[src/rtl/cell_selftest_ctrl.sv]
// Self-test sequencer for the primitive cell library: drives every input vector through each cell and
// checks the result against a golden model. Define FAULT_INJECT_EN to add inject_en/inject_cell ports.

module cst_buf_cell (
  input  logic a,
  output logic y
);
  assign y = a;
endmodule

module cst_and_cell (
  input  logic a,
  input  logic b,
  output logic y
);
  assign y = a & b;
endmodule

module cst_or_cell (
  input  logic a,
  input  logic b,
  output logic y
);
  assign y = a | b;
endmodule

module cst_xor_cell (
  input  logic a,
  input  logic b,
  output logic y
);
  assign y = a ^ b;
endmodule

module cst_nand_cell (
  input  logic a,
  input  logic b,
  output logic y
);
  assign y = ~(a & b);
endmodule

module cst_not_cell (
  input  logic a,
  output logic y
);
  assign y = ~a;
endmodule

module cst_mux_cell (
  input  logic sel,
  input  logic a,
  input  logic b,
  output logic y
);
  assign y = sel ? a : b;
endmodule

module cst_dff_cell (
  input  logic clk,
  input  logic d,
  output logic q,
  output logic qn
);
  logic q_q;

  always_ff @(posedge clk) begin
    q_q <= d;
  end

  assign q  = q_q;
  assign qn = ~q_q;
endmodule

module cell_selftest_ctrl #(
  parameter int SETTLE_CYCLES = 1
) (
  input  logic       clk,
  input  logic       reset,
  input  logic       start,
`ifdef FAULT_INJECT_EN
  input  logic       inject_en,
  input  logic [2:0] inject_cell,
`endif
  output logic       busy,
  output logic       done,
  output logic       pass,
  output logic [7:0] fail_mask,
  output logic [6:0] err_count,
  output logic [2:0] cur_cell
);

  if (SETTLE_CYCLES < 1 || SETTLE_CYCLES > 15) begin : g_bad_settle
    $error("cell_selftest_ctrl: SETTLE_CYCLES must be in 1..15");
  end

  localparam logic [2:0] S_IDLE   = 3'd0;
  localparam logic [2:0] S_APPLY  = 3'd1;
  localparam logic [2:0] S_SETTLE = 3'd2;
  localparam logic [2:0] S_CHECK  = 3'd3;
  localparam logic [2:0] S_DONE   = 3'd4;

  localparam logic [3:0] SETTLE_LOAD = 4'(SETTLE_CYCLES - 1);

  logic [2:0] state_q, state_d;
  logic [2:0] cell_q, cell_d;
  logic [2:0] vec_q, vec_d;
  logic [2:0] stim_q, stim_d;
  logic [3:0] settle_q, settle_d;
  logic [7:0] fail_q, fail_d;
  logic [6:0] err_q, err_d;
  logic       pass_q, pass_d;

  logic stim_a, stim_b, stim_sel;
  assign stim_a   = stim_q[0];
  assign stim_b   = stim_q[1];
  assign stim_sel = stim_q[2];

  logic y_buf, y_and, y_or, y_xor, y_nand, y_not, y_mux, dff_q, dff_qn;

  cst_buf_cell  u_buf  (.a(stim_a), .y(y_buf));
  cst_and_cell  u_and  (.a(stim_a), .b(stim_b), .y(y_and));
  cst_or_cell   u_or   (.a(stim_a), .b(stim_b), .y(y_or));
  cst_xor_cell  u_xor  (.a(stim_a), .b(stim_b), .y(y_xor));
  cst_nand_cell u_nand (.a(stim_a), .b(stim_b), .y(y_nand));
  cst_not_cell  u_not  (.a(stim_a), .y(y_not));
  cst_mux_cell  u_mux  (.sel(stim_sel), .a(stim_a), .b(stim_b), .y(y_mux));
  cst_dff_cell  u_dff  (.clk(clk), .d(stim_a), .q(dff_q), .qn(dff_qn));

  // Observed outputs packed by cell index, {obs1,obs0} per cell.
  logic [7:0][1:0] obs_all;
  assign obs_all = {{dff_qn, dff_q}, {1'b0, y_mux}, {1'b0, y_not}, {1'b0, y_nand},
                    {1'b0, y_xor}, {1'b0, y_or}, {1'b0, y_and}, {1'b0, y_buf}};

  logic [1:0] inj_flip;
`ifdef FAULT_INJECT_EN
  assign inj_flip = {2{inject_en && (inject_cell == cell_q)}};
`else
  assign inj_flip = 2'b00;
`endif

  logic [1:0] obs_cur;
  logic [1:0] gold;
  logic       mismatch;

  assign obs_cur = obs_all[cell_q] ^ inj_flip;

  always_comb begin
    gold = 2'b00;
    case (cell_q)
      3'd0: gold = {1'b0, stim_a};
      3'd1: gold = {1'b0, stim_a & stim_b};
      3'd2: gold = {1'b0, stim_a | stim_b};
      3'd3: gold = {1'b0, stim_a ^ stim_b};
      3'd4: gold = {1'b0, ~(stim_a & stim_b)};
      3'd5: gold = {1'b0, ~stim_a};
      3'd6: gold = {1'b0, stim_sel ? stim_a : stim_b};
      default: gold = {~stim_a, stim_a};
    endcase
  end

  assign mismatch = (obs_cur != gold);

  always_comb begin
    state_d  = state_q;
    cell_d   = cell_q;
    vec_d    = vec_q;
    stim_d   = stim_q;
    settle_d = settle_q;
    fail_d   = fail_q;
    err_d    = err_q;
    pass_d   = pass_q;
    case (state_q)
      S_IDLE: begin
        if (start) begin
          state_d = S_APPLY;
          fail_d  = 8'h00;
          err_d   = 7'd0;
          pass_d  = 1'b0;
          cell_d  = 3'd0;
          vec_d   = 3'd0;
        end
      end
      S_APPLY: begin
        stim_d   = vec_q;
        settle_d = SETTLE_LOAD;
        state_d  = S_SETTLE;
      end
      S_SETTLE: begin
        if (settle_q == 4'd0) begin
          state_d = S_CHECK;
        end else begin
          settle_d = settle_q - 4'd1;
        end
      end
      S_CHECK: begin
        if (mismatch) begin
          fail_d[cell_q] = 1'b1;
          err_d          = err_q + 7'd1;
        end
        vec_d = vec_q + 3'd1;
        if (vec_q == 3'd7) begin
          cell_d = cell_q + 3'd1;
        end
        // pass reflects the final vector's result as well, so use the updated mask.
        if (cell_q == 3'd7 && vec_q == 3'd7) begin
          state_d = S_DONE;
          pass_d  = (fail_d == 8'h00);
        end else begin
          state_d = S_APPLY;
        end
      end
      S_DONE: begin
        state_d = S_IDLE;
      end
      default: begin
        state_d = S_IDLE;
      end
    endcase
  end

  always_ff @(posedge clk) begin
    if (reset) begin
      state_q  <= S_IDLE;
      cell_q   <= 3'd0;
      vec_q    <= 3'd0;
      stim_q   <= 3'd0;
      settle_q <= 4'd0;
      fail_q   <= 8'h00;
      err_q    <= 7'd0;
      pass_q   <= 1'b0;
    end else begin
      state_q  <= state_d;
      cell_q   <= cell_d;
      vec_q    <= vec_d;
      stim_q   <= stim_d;
      settle_q <= settle_d;
      fail_q   <= fail_d;
      err_q    <= err_d;
      pass_q   <= pass_d;
    end
  end

  assign busy      = (state_q == S_APPLY) || (state_q == S_SETTLE) || (state_q == S_CHECK);
  assign done      = (state_q == S_DONE);
  assign pass      = pass_q;
  assign fail_mask = fail_q;
  assign err_count = err_q;
  assign cur_cell  = cell_q;

endmodule

[config.mk]
export PLATFORM = sky130hd
export DESIGN_NAME = cell_selftest_ctrl
export DESIGN_NICKNAME = d
export VERILOG_FILES = /design/src/rtl/cell_selftest_ctrl.sv
export SDC_FILE = /design/constraint.sdc
export NUM_CORES = 1
export LEC_CHECK = 0
export CAP_MARGIN = 20
export CORE_ASPECT_RATIO = 1.25
export CORE_MARGIN = 1.5
export CORE_UTILIZATION = 45
export DETAILED_ROUTE_END_ITERATION = 10
export GPL_TIMING_DRIVEN = 1
export PLACE_DENSITY = 0.64
export SLEW_MARGIN = 20
export SYNTH_ARGS = -nofsm -noshare
export SYNTH_HDL_FRONTEND = slang
export SYNTH_HIERARCHICAL = 1
export SYNTH_SLANG_ARGS = --single-unit
[constraint.sdc]
create_clock -name clk -period 6.15 [get_ports clk]
set_input_delay 0.615 -clock clk [delete_from_list [all_inputs] [get_ports clk]]
set_output_delay 0.615 -clock clk [all_outputs]
set_load 0.005 [all_outputs]
=== Yosys cells after proc, flatten, opt, wreduce, memory -nomap -nowiden ===
Index checks and enable logic that the tools add are counted.
Widths: inputs -> output; s select.

* Input bits: 3
* Logic and storage cells: 83
* Bits in registers: 33

* Mux-type cells: 26
* Eq/ne operators: 19
* Add/subtract/negate cells: 4
* Order comparisons: 2
* Reduce and logical (&&, ||, !) cells: 16
* Bitwise logic cells: 7

{| class="wikitable"
|+ Operators by type and width
! operator !! count
|-
| $mux 8 || 3
|-
| $eq 3x3->1 const B || 6
|-
| $pmux 8 s2 || 1
|-
| $mux 3 || 5
|-
| $mux 7 || 2
|-
| $pmux 2 s7 || 1
|-
| $pmux 7 s2 || 1
|-
| $eq 3x2->1 const B || 4
|-
| $ne 2x2->1 const B || 6
|-
| $pmux 3 s2 || 2
|-
| $pmux 3 s4 || 1
|-
| $reduce_and 3->1 || 3
|-
| $logic_not 8->1 || 1
|-
| $or 8x8->8 || 1
|-
| $pmux 4 s2 || 1
|-
| $add 7x1->7 const B || 1
|-
| $add 3x1->3 const B || 2
|-
| $bmux 2 s3 || 1
|-
| $eq 3x1->1 const B || 2
|-
| $logic_not 3->1 || 2
|-
| $reduce_and 2->1 || 3
|-
| $logic_not 4->1 || 1
|-
| $lt 3x4->1 const B || 1
|-
| $mux 1 || 4
|-
| 14 further kinds || 19
|}

=== Longest topological paths before layout ===
* Depth after elaboration: 10
* Gate-level depth with buffers: 9
* Mapped depth without buffers: 8

=== Cells and area by module ===
Netlist, hierarchy kept.

{| class="wikitable"
|+ By module, submodules not included
! module !! sequential area each (um2) !! cells each !! area each (um2) !! times used
|-
| cell_selftest_ctrl || 640.6 || 222 || 1884.3 || 1
|-
| cst_dff_cell || 20.0 || 2 || 23.8 || 1
|-
| cst_mux_cell || 0.0 || 1 || 15.0 || 1
|-
| cst_xor_cell || 0.0 || 1 || 8.8 || 1
|-
| cst_buf_cell || 0.0 || 1 || 7.5 || 1
|-
| cst_and_cell || 0.0 || 1 || 6.3 || 1
|-
| cst_or_cell || 0.0 || 1 || 6.3 || 1
|-
| cst_nand_cell || 0.0 || 1 || 3.8 || 1
|-
| cst_not_cell || 0.0 || 1 || 3.8 || 1
|}

=== Worst setup path before layout ===
Ideal clock, no wire load.

* Kind: flip-flop to flip-flop
* Start: reg cell_q[0], in the netlist cur_cell[0]
* End: reg err_q[5], in the netlist err_count[5]
* Required time: 6078 ps
* Setup slack: 3493 ps
* Buffers on the path: 2
* Stages on the path, launching flop included: 10
* Clock period less this slack: 2657 ps
* Setup time: 72 ps
* Arrival: 2585 ps
* Path through: dfxtp_1 > buf_2 > inv_1 > ha_1 > or3_1 > or3_1 > and2_1 > clkbuf_2 > a2111oi_0 > mux2i_1

* Cells in the longest elaborated chain, start to end: 5
* Elaborated cells between the ends (all ways): 13
* Those cells by class: eq/ne (8); mux (3); reduce/logical (2)

{| class="wikitable"
|+ Ends and longest elaborated chain
! element !! line !! text
|-
| from (decl) || 106 || <nowiki>logic [2:0] cell_q, cell_d;</nowiki>
|-
| from (signal assigned) || 234 || <nowiki>cell_q <= cell_d;</nowiki>
|-
| $eq 3x3->1, or another cell as far along || 150 || <nowiki>case (cell_q)</nowiki>
|-
| $pmux 2 s7 or $mux 2 (tied branches) || 150, 146 ||
|-
| $ne 2x2->1 (*) || 162 || <nowiki>assign mismatch = (obs_cur != gold);</nowiki>
|-
| $ne 2x2->1 (no line) (*) || -- ||
|-
| $reduce_and 3->1 (no line) (*) || -- ||
|-
| to (signal assigned) || 239 || <nowiki>err_q <= err_d;</nowiki>
|-
| to (decl) || 111 || <nowiki>logic [6:0] err_q, err_d;</nowiki>
|}

Every way passes the cells marked *; elsewhere a longest branch is shown, timed or not. The select of a mux whose other input is x is not followed.
A chain may end at the register's enable or synchronous reset.

=== Worst setup path in the final report ===
Same ends and word-level chain as after synthesis.

==> flow_summary_export.csv <==
group,metric,value,unit
cells_and_area,drive_above_1_share,0.0760,
power_and_ir_drop,irDropWorstVdd,0.109,mV
critical_path,rr_worst_depth,8,
critical_path,path_max_fanout,13,
yosys,syn_area_per_cell,8.48,um2
critical_path,critPathArrivalTime,3.11,ns
timing,fmax,0.346,GHz
die,start_util,0.474,
routing,wirelength,4410,um
clocking,clock_sinks,33,
grt,grt_util_all_layers,0.202,
hold_path,hp-class,"reg -> reg",
clocking,cts_buffers,5,
die,die_x,62.0,um
die,rows,26,
yosys,synth_edf_count,0,
clocking,clk_pin_slew,0.07,ns
routing,viasPerCell,5.43,
cells_and_area,design_area,2320,um2
timing,worst_slew_pin_slew,0.908,ns
run,drv_cap,0,
place,gp_congestion,0.819,
place,hpwl,3140,um
yosys,synthFlopType,"dfxtp_1",
place,pre_cts_slack,3.24,ns
yosys,ys_types,51,
yosys,ys_seq_area_frac,0.337,
critical_path,r2r-start,"cur_cell[0]",
power_and_ir_drop,power.density,210,nW/um2
place,dpl_cell_area,2200,um2
yosys,async_flop_share,0,
critical_path,crit_family,"compound AO/OA/AOI/OAI gates",
critical_path,required,6.37,ns
critical_path,r2r_slack,3.26,ns
grt,grt_pass1_wl,7400,um
yosys,ys_top_cells_by_area,"dfxtp_1 (34%), ha_1 (7.7%), nand2_1 (4.8%), nor2_1 (4.8%), mux2i_1 (4.6%)",
yosys,syn_inst,231,
routing,vias,1662,
cells_and_area,post-route-util,0.561,
critical_path,crit_path_top_delay_cell,"dfxtp_1",
routing,ant_nets,0,
critical_path,reg2reg_to,"err_count[5]",
power_and_ir_drop,p_leak,0.849,nW
timing,setup_violations,0,
routing,drc,0,
critical_path,end_kind,"flop",
cells_and_area,finalNonFillerCells,306,
timing,slew_headroom,0.392,
routing,dr.pass1.iters,4,
die,die_area,4760,um2
critical_path,path_cells,"inv_1 > ha_1 > or3_1 > o21ai_0 > a2111oi_4 > xor2_2 > a2111oi_0 > mux2i_1",
outcome,outcome,"complete, no violations",
yosys,syn_area,1960,um2
timing,maxSlewViolCount,0,
cells_and_area,num-fill-cells,406,
yosys,synth_nets,246,
yosys,yosys.area.top_type_share,0.337,
critical_path,path_buf_inv,1,
grt,antenna_found_initial,0,
cells_and_area,layout.nets,264,
die,pin_count,24,
critical_path,slowest_delay,0.59,ns
yosys,yosysWarnings,6,
critical_path,path_class,"reg -> reg",
timing,setup_tns,0,ns
grt,grt_overflow_total,0,
grt,grt_start_max_net_pins,29,
power_and_ir_drop,power,487,uW
clocking,cts_tree,"yes",
clocking,clockRootBuffer,"clkbuf_8",
place,portBuffers,23,
timing,hold_ws,0.488,ns
hold_path,hold_end,"err_count[6]",
clocking,cts-resized-gates,0,
routing,drtIter0Drc,52,
die,die_h,76.8,um
clocking,clock_latency,0.29,ns
grt,first_global_vias,1581,
clocking,clock_path_buffers,2,
timing,period_share,0.470,
hold_path,holdCritStartpoint,"err_count[6]",
clocking,postCtsHoldBufs,0,
critical_path,critPathLaunchType,"flop",
clocking,cts_max_level,2,
timing,finClkSkew,0.0113,ns
timing,setup_slack,3.26,ns
yosys,yosysTopAreaCell,"dfxtp_1",
timing,rsz0062_at_grt,"false",
timing,period_minus_slack,2.89,ns
timing,hold_viol_final,0,
yosys,ys_ff_latch,33,
hold_path,hold_depth,2,
die,coreArea,4130,um2
place,place.detailed.instances,298,
cells_and_area,syn_to_final_growth,18.4,%
clocking,cts_setup_buffers,0,
cells_and_area,diodes,0,
routing,wl_per_cell,14.4,um
[flip-flops by register name, summed over array words and instances, names as in the netlist]
signal / flops
stim_q: 3
state_q: 3
settle_q: 4
fail_mask: 8
pass: 1
cur_cell: 3
u_dff/q: 1
err_count: 7
vec_q: 3
[Yosys cell counts, types with 2 or more instances]
library cell and count:
nand4_1 3, or3_1 7, a2111oi_0 2, clkbuf_1 7, nor4_1 4, mux2i_1 9
o21ai_0 6, xor2_1 2, nor3_1 9, and2_1 4, dfxtp_1 33, a211oi_1 3
a32o_1 7, nand2b_1 6, nand3_1 4, ha_1 12, nor2_1 25, a21oi_1 16
mux2_4 2, buf_2 2, nor2b_1 2, nand3b_1 2, xnor2_1 2, nand2_1 25
inv_1 11
[where the power goes]
group / switching (mW) / leakage (nW) / internal [mW] / total (mW)
clock: 0.0794 / 0.0585 / 0.132 / 0.211
sequential: 0.0110 / 0.266 / 0.217 / 0.228
combinational: 0.0283 / 0.524 / 0.0196 / 0.0479
total: 0.119 / 0.849 / 0.369 / 0.487
[cells by family after synthesis]
kind of cell	count (synthesis)	synth area share
AND/OR/NAND/NOR	97	0.242
buffers and inverters	24	0.0536
flip-flops	33	0.337
multiplexers	12	0.0671
adder cells (fa/ha/maj)	12	0.0766
XOR/XNOR	5	0.0262
AO/OA/AOI/OAI	48	0.197
[routing by layer]
| metal | up-vias | track usage | routed length (um) |
|---|---|---|---|
| li1 | 861 | - | - |
| met2 | 27 | 0.318 | 2120 |
| met1 | 769 | 0.268 | 2120 |
| met5 | - | 0 | 0 |
| met3 | 5 | 0.0405 | 118 |
| met4 | 0 | 0.0681 | 51 |
[worst reg2reg max path: stages (launching register included)]
cell and delay [ns]:
dfxtp_1 0.59, inv_1 0.19, ha_1 0.27, or3_1 0.36, o21ai_0 0.28, a2111oi_4 0.11, xor2_2 0.26, a2111oi_0 0.53
mux2i_1 0.24
[how the worst max path moves through the flow]
| stage | startpoint | endpoint | slack, ns | cells after the start |
|---|---|---|---|---|
| after floorplan | cur_cell[0] | err_count[5] | 3.49 | 9 |
| final | cur_cell[0] | err_count[5] | 3.26 | 8 |
| after detailed placement | cur_cell[0] | err_count[5] | 3.24 | 8 |
| after global routing | cur_cell[0] | err_count[5] | 3.02 | 8 |
| after CTS | cur_cell[0] | err_count[5] | 3.23 | 8 |
| after global placement | cur_cell[0] | fail_mask[5] | 3.30 | 7 |
[placed cells by master, fill, tap and decap left out, types with 3 or more instances in the layout]
| cell | Yosys | routed |
|---|---|---|
| nor2_1 | 25 | 25 |
| nand4_1 | 3 | 3 |
| dfxtp_1 | 33 | 33 |
| mux2i_1 | 9 | 9 |
| inv_1 | 11 | 11 |
| nor4_1 | 4 | 4 |
| a32o_1 | 7 | 7 |
| and2_1 | 4 | 4 |
| o21ai_0 | 6 | 6 |
| clkdlybuf4s50_1 | 0 | 23 |
| or3_1 | 7 | 7 |
| nand3_1 | 4 | 4 |
| nand2_1 | 25 | 25 |
| clkbuf_8 | 0 | 6 |
| ha_1 | 12 | 12 |
| nand2b_1 | 6 | 6 |
| a211oi_1 | 3 | 3 |
| a21oi_1 | 16 | 16 |
| nor3_1 | 9 | 9 |
[layout make-up]
cell class / instances / area, um2 / share of cell area
clock buffers: 7 / 86.3 / 0.0372
clock inverters: 1 / 30.0 / 0.0129
inverters: 11 / 41.3 / 0.0178
multi-input cells: 174 / 1190 / 0.515
flip-flops and latches: 33 / 661 / 0.285
well taps: 56 / 70.1 / 0.0302
repair buffers: 24 / 238 / 0.102
Power figures use the tool's default switching activity.
